==> src/rtl/mipi_rx_pkg.sv <==
// Shared types and constants for the MIPI RX packet assembler.
package mipi_rx_pkg;

  typedef enum logic [1:0] {
    ST_HUNT    = 2'd0,
    ST_COLLECT = 2'd1,
    ST_CHECK   = 2'd2,
    ST_HOLD    = 2'd3
  } rx_state_e;

  localparam logic [7:0] SYNC_DEF = 8'h7E;
  localparam int         CNT_W    = 16;

endpackage

==> src/rtl/sat_counter.sv <==
// Statistics counter: increments on inc and sticks at all-ones.
module sat_counter
  import mipi_rx_pkg::*;
#(
  parameter int W = CNT_W
) (
  input  logic         clk,
  input  logic         rst,
  input  logic         inc,
  output logic [W-1:0] cnt
);

  // Count up, holding at the maximum value instead of wrapping.
  always_ff @(posedge clk or posedge rst) begin
    if (rst)                   cnt <= '0;
    else if (inc && cnt != '1) cnt <= cnt + W'(1);
  end

endmodule

==> src/rtl/mipi_rx_pkt_assembler.sv <==
// Assembles fixed-length payloads framed by a SYNC header beat and a
// byte-sum trailer from the MIPI RX beat stream, one virtual channel at a time.
module mipi_rx_pkt_assembler
  import mipi_rx_pkg::*;
#(
  parameter int         DLEN    = 48,
  parameter int         BPW     = 6,
  parameter logic [7:0] SYNC    = SYNC_DEF,
  parameter int         TIMEOUT = 1024
) (
  input  logic              rx_pixel_clk,
  input  logic              rst,
  input  logic              in_valid,
  input  logic [63:0]       in_data,
  input  logic [1:0]        in_vc,
  input  logic [3:0]        vc_ena,
  output logic [DLEN*8-1:0] out_data,
  output logic [1:0]        out_vc,
  output logic              out_valid,
  input  logic              out_ready,
  output logic              busy,
  output logic [CNT_W-1:0]  ok_cnt,
  output logic [CNT_W-1:0]  err_cnt,
  output logic [CNT_W-1:0]  drop_cnt
);

  localparam int NBEATS = DLEN / BPW;
  localparam int BCW    = $clog2(NBEATS + 1);
  localparam int TCW    = $clog2(TIMEOUT + 1);

  if (BPW < 1 || BPW > 8 || DLEN < BPW || (DLEN % BPW) != 0 || TIMEOUT < 1) begin : g_bad_param
    $error("mipi_rx_pkt_assembler: DLEN must be a nonzero multiple of BPW (1..8), TIMEOUT >= 1");
  end

  rx_state_e         state, nxt;
  logic [DLEN*8-1:0] pay_buf;
  logic [7:0]        sum, beat_sum;
  logic [BCW-1:0]    beat_cnt;
  logic [TCW-1:0]    tmo_cnt;
  logic [1:0]        lock_vc;

  logic accept, is_hdr, hdr_acc, lock_hit, last_beat, trl_ok, tmo_exp;
  logic hdr_take, shift, tmo_run, ld_out, ok_inc, err_inc, drop_inc;
  logic unused_hi;

  // Bytes above BPW never carry data.
  assign unused_hi = ^(in_data >> (BPW*8));

  // Per-beat byte analysis: header pattern and mod-256 byte sum.
  always_comb begin
    is_hdr   = 1'b1;
    beat_sum = '0;
    for (int i = 0; i < BPW; i++) begin
      if (in_data[i*8 +: 8] != SYNC) is_hdr = 1'b0;
      beat_sum = beat_sum + in_data[i*8 +: 8];
    end
  end

  assign accept    = in_valid & vc_ena[in_vc];
  assign hdr_acc   = accept & is_hdr;
  assign lock_hit  = accept && (in_vc == lock_vc);
  assign last_beat = (beat_cnt == BCW'(NBEATS - 1));
  assign trl_ok    = (in_data[BPW*8-1 -: 8] == sum);
  assign tmo_exp   = (tmo_cnt == TCW'(TIMEOUT - 1));

  assign busy      = (state != ST_HUNT);
  assign out_valid = (state == ST_HOLD);

  // State register.
  always_ff @(posedge rx_pixel_clk or posedge rst) begin
    if (rst) state <= ST_HUNT;
    else     state <= nxt;
  end

  // Next-state decode and datapath/counter strobes.
  always_comb begin
    nxt      = state;
    hdr_take = 1'b0;
    shift    = 1'b0;
    tmo_run  = 1'b0;
    ld_out   = 1'b0;
    ok_inc   = 1'b0;
    err_inc  = 1'b0;
    drop_inc = 1'b0;
    case (state)
      ST_HUNT: begin
        if (hdr_acc) begin
          nxt      = ST_COLLECT;
          hdr_take = 1'b1;
        end
      end
      ST_COLLECT: begin
        tmo_run = 1'b1;
        if (lock_hit) begin
          shift = 1'b1;
          if (last_beat) nxt = ST_CHECK;
        end else if (tmo_exp) begin
          nxt     = ST_HUNT;
          err_inc = 1'b1;
        end
      end
      ST_CHECK: begin
        // Any beat from the locked VC is the trailer, even if it looks like a header.
        tmo_run = 1'b1;
        if (lock_hit) begin
          if (trl_ok) begin
            nxt    = ST_HOLD;
            ld_out = 1'b1;
            ok_inc = 1'b1;
          end else begin
            nxt     = ST_HUNT;
            err_inc = 1'b1;
          end
        end else if (tmo_exp) begin
          nxt     = ST_HUNT;
          err_inc = 1'b1;
        end
      end
      ST_HOLD: begin
        // A header arriving with the handshake starts the next packet instead of being dropped.
        if (out_ready) begin
          if (hdr_acc) begin
            nxt      = ST_COLLECT;
            hdr_take = 1'b1;
          end else begin
            nxt = ST_HUNT;
          end
        end else if (hdr_acc) begin
          drop_inc = 1'b1;
        end
      end
      default: nxt = ST_HUNT;
    endcase
  end

  // Payload shift buffer, running sum, beat and idle counters, VC lock.
  always_ff @(posedge rx_pixel_clk or posedge rst) begin
    if (rst) begin
      pay_buf  <= '0;
      sum      <= '0;
      beat_cnt <= '0;
      tmo_cnt  <= '0;
      lock_vc  <= '0;
    end else begin
      if (hdr_take) begin
        lock_vc  <= in_vc;
        sum      <= '0;
        beat_cnt <= '0;
        tmo_cnt  <= '0;
      end else begin
        if (shift) begin
          pay_buf  <= (pay_buf << (BPW*8)) | (DLEN*8)'(in_data[BPW*8-1:0]);
          sum      <= sum + beat_sum;
          beat_cnt <= beat_cnt + BCW'(1);
        end
        if (tmo_run) tmo_cnt <= lock_hit ? '0 : tmo_cnt + TCW'(1);
      end
    end
  end

  // Output payload register, loaded only when a trailer checks good.
  always_ff @(posedge rx_pixel_clk or posedge rst) begin
    if (rst) begin
      out_data <= '0;
      out_vc   <= '0;
    end else if (ld_out) begin
      out_data <= pay_buf;
      out_vc   <= lock_vc;
    end
  end

  sat_counter #(.W(CNT_W)) u_ok_cnt   (.clk(rx_pixel_clk), .rst(rst), .inc(ok_inc),   .cnt(ok_cnt));
  sat_counter #(.W(CNT_W)) u_err_cnt  (.clk(rx_pixel_clk), .rst(rst), .inc(err_inc),  .cnt(err_cnt));
  sat_counter #(.W(CNT_W)) u_drop_cnt (.clk(rx_pixel_clk), .rst(rst), .inc(drop_inc), .cnt(drop_cnt));

endmodule

==> config.mk <==
export PLATFORM = sky130hd
export DESIGN_NAME = mipi_rx_pkt_assembler
export DESIGN_NICKNAME = d
export VERILOG_FILES = /design/src/rtl/mipi_rx_pkg.sv /design/src/rtl/sat_counter.sv /design/src/rtl/mipi_rx_pkt_assembler.sv
export SDC_FILE = /design/constraint.sdc
export NUM_CORES = 2
export LEC_CHECK = 0
export ABC_AREA = 1
export CAP_MARGIN = 30
export CORE_UTILIZATION = 59
export CTS_CLUSTER_DIAMETER = 50
export DETAILED_ROUTE_END_ITERATION = 8
export PLACE_DENSITY_LB_ADDON = 0.15
export SLEW_MARGIN = 20
export SYNTH_ARGS = -nofsm -noshare
export SYNTH_HDL_FRONTEND = slang
export SYNTH_SLANG_ARGS = --single-unit
==> constraint.sdc <==
create_clock -name rx_pixel_clk -period 85.3 [get_ports rx_pixel_clk]
set_input_delay 17.06 -clock rx_pixel_clk [delete_from_list [all_inputs] [get_ports rx_pixel_clk]]
set_output_delay 17.06 -clock rx_pixel_clk [all_outputs]
set_load 0.1 [all_outputs]
==> run metrics <==
first-pass GRT wire length=148 mm; WS Path Type=input pin to register; number of H-tree levels=3; f_max=0.0477 GHz; overall power consumption=1.05 mW; CTS tree=done; clock buffer depth=3; detailed-route vias per instance=5.38; clock buffer count from CTS=90; result of the run=completed; Tmin final=20.95 ns; portion of the post-synthesis area used by sequential elements=0.607; Syn. warnings=0; Core Box Area=0.0580 mm2; pin count of the biggest net entering global routing=242; leakage=20.9 nW; count of different cell masters after synthesis=40; synthesized netlist cell count=3662; share of final-layout standard cells stronger than drive strength 1=0.114; total of hold buffers inserted after clock tree synthesis=0; Iter 0 DRT Violations=2043; Post-layout nets=4328; library cell appearing most often on the critical path=nand2_1; number of search-and-repair iterations in the first detailed-routing pass=5; vias post-DR=27100; period utilization=0.246; Critical Path Source Type=input pin; area of the mapped netlist=0.0348 mm2; net count after synthesis=3786; cell taking the most area after synthesis=dfrtp_1; total die area=0.0600 mm2; r2r setup slk=80.94 ns; remaining design rule violation count=0; Hold WC Path Type=register to register; # Max-Cap Violations=0; Req. time, crit path=85.82 ns; RePlAce Congestion=0.941; initial core utilization=0.601; most numerous cell types in the synthesized netlist=nand2_1 (975), dfrtp_1 (845), o21ai_0 (634); Worst Hold Depth=2; Critical Path Max Stage Delay=0.78 ns; destination of the worst hold path=out_data[376]; worst-case setup margin in the final layout=64.35 ns; count of pins on the block boundary=510; count of flip-flops with a built-in enable after synthesis=0; CTS clock-pin slew for the worst setup and hold paths=0.07 ns; TritonCTS sink count=845; Filler Cells Inserted=3576; series of cell instances along the critical path=clkdlybuf4s50_1, inv_1, nor2_1, nand2_1, nor2_2, nand2_1, nor2_4, nand3_4, nand2_8, buf_16, buf_4, buf_16, buf_4, nand2_1, o21ai_0; master of the slowest instance on the critical path=buf_4; worst skew pair latency=0.63 ns; antenna violations before repair=0; post-route ant nets=0; share of flip-flops with an asynchronous set or reset after synthesis=1.00; Yosys top cell area share=0.607; area growth from synthesis to layout=31.7%; Post-synth top flop=dfrtp_1; synthesized area per cell=9.52 um2; measured slew at the worst slew-check pin=1.15 ns; root cell of the clock tree=clkbuf_16; Area contributors post-synth=dfrtp_1 (61%), nand2_1 (11%), o21ai_0 (9.1%), inv_1 (5.5%), o21ai_2 (2.5%); Post-Place Worst Slack=63.70 ns; type of element capturing the critical path=register; worst clock skew=0.0205 ns; CP Data Arrival Time=21.47 ns; Final setup viols=0; number of global-route vias before repair=26800; cell area power density=22.9 mW/mm2; Reg2Reg Depth=11; RR Startpoint=state[1]; IO buf count=493; #FFs+latches synth=845; wire length per cell after detailed routing=18.6 um; Hold Vio Cnt, Final=0; headroom to the max-slew limit=0.233; Peak supply drop=0.0000189 V; number of placement rows=88; Worst R2R End=pay_buf[358]; Sum Neg Setup Slack=0 ns; Horiz. Die Dim=245 um; CTS-repair resized insts=0; GRT overflow=0; Diodes inserted=0; Final Max Tran Viols=0; count leader, synth=nand2_1; maximum net fanout on the critical path=122; RSZ-0062 raised after global routing=no; DP Wirelength=62.9 mm; global-route total usage across every layer=0.315; die boundary height=245 um; DRT Wirelength=93.8 mm; Setup Buffers After CTS=0; Hold Startpoint=pay_buf[376]
-- through the flow --
stage | instance area [um2] | hold slack [ns] | utilization | cells
after floorplan | 34800 | 0.442 | - | 3662
after global placement | 40000 | 0.450 | 0.690 | 4770
after detailed placement | 42700 | 0.454 | 0.736 | 4869
after CTS | 45700 | 0.471 | 0.788 | 5029
after global routing | 45900 | 0.490 | 0.791 | 5037
final | 45900 | 0.472 | 0.791 | 5037
-- kinds of logic (layout without fill, tap and decap cells) --
| family | Yosys count | after routing | share of synthesized area |
|---|---|---|---|
| compound gates | 784 | 784 | 0.124 |
| xor+xnor | 60 | 60 | 0.0151 |
| fa+ha+maj | 50 | 50 | 0.0248 |
| buf+inv | 690 | 1300 | 0.0823 |
| flops | 845 | 845 | 0.607 |
| simple gates | 1233 | 1233 | 0.147 |
-- worst max-delay path by stage --
stage	cells after the start	endpoint	startpoint
3_5_place_dp	12	pay_buf[380]	in_data[46]
5_1_grt	15	pay_buf[358]	in_data[46]
4_1_cts	14	pay_buf[358]	in_data[46]
6_report	15	pay_buf[358]	in_data[22]
2_1_floorplan	1	beat_cnt[0]	rst
3_3_place_gp	10	pay_buf[360]	in_data[25]
-- metal layers --
layer / share of wire / track usage
met1: 0.41 / 0.425
met2: 0.49 / 0.512
met3: 0.060 / 0.0485
met4: 0.045 / 0.130
met5: 0 / 0
-- flip-flops by register name, indices dropped and copies added (netlist names) --
name	count
beat_cnt	4
out_vc	2
out_data	384
state	2
pay_buf	384
tmo_cnt	11
sum	8
lock_vc	2
u_ok_cnt.cnt	16
u_drop_cnt.cnt	16
u_err_cnt.cnt	16
-- layout make-up --
cell class	count	area (um2)	area share
tap	765	957	0.0208
multi-input combinational	2127	10900	0.237
sequential	845	21100	0.461
inverter	516	1940	0.0423
clock inverter	27	282	0.00613
clock buffer	133	2700	0.0588
timing repair buffer	624	8030	0.175
-- where the power goes --
part           internal (mW)  switching [mW]
clock network          0.231           0.159
logic                 0.0645           0.118
registers              0.447          0.0306
-- worst max-delay path, delay by kind of cell --
family | cells | cell delay [ns]
compound gates | 1 | 0.19
buf+inv | 6 | 2.56
simple gates | 8 | 1.49
-- placed cells by master, fill, tap and decap left out, types with 24 or more instances in the layout --
cell type	Yosys	layout
buf_16	0	103
buf_4	1	24
clkbuf_16	0	93
clkdlybuf4s50_1	0	491
dfrtp_1	845	845
fa_1	32	32
inv_1	510	509
nand2_1	975	975
nand2_2	90	90
nand3_1	43	43
nor2_1	56	55
nor3_1	25	25
o21ai_0	634	634
o21ai_2	100	100
xor2_1	40	40
No activity file was read; power rests on OpenSTA's default activity.
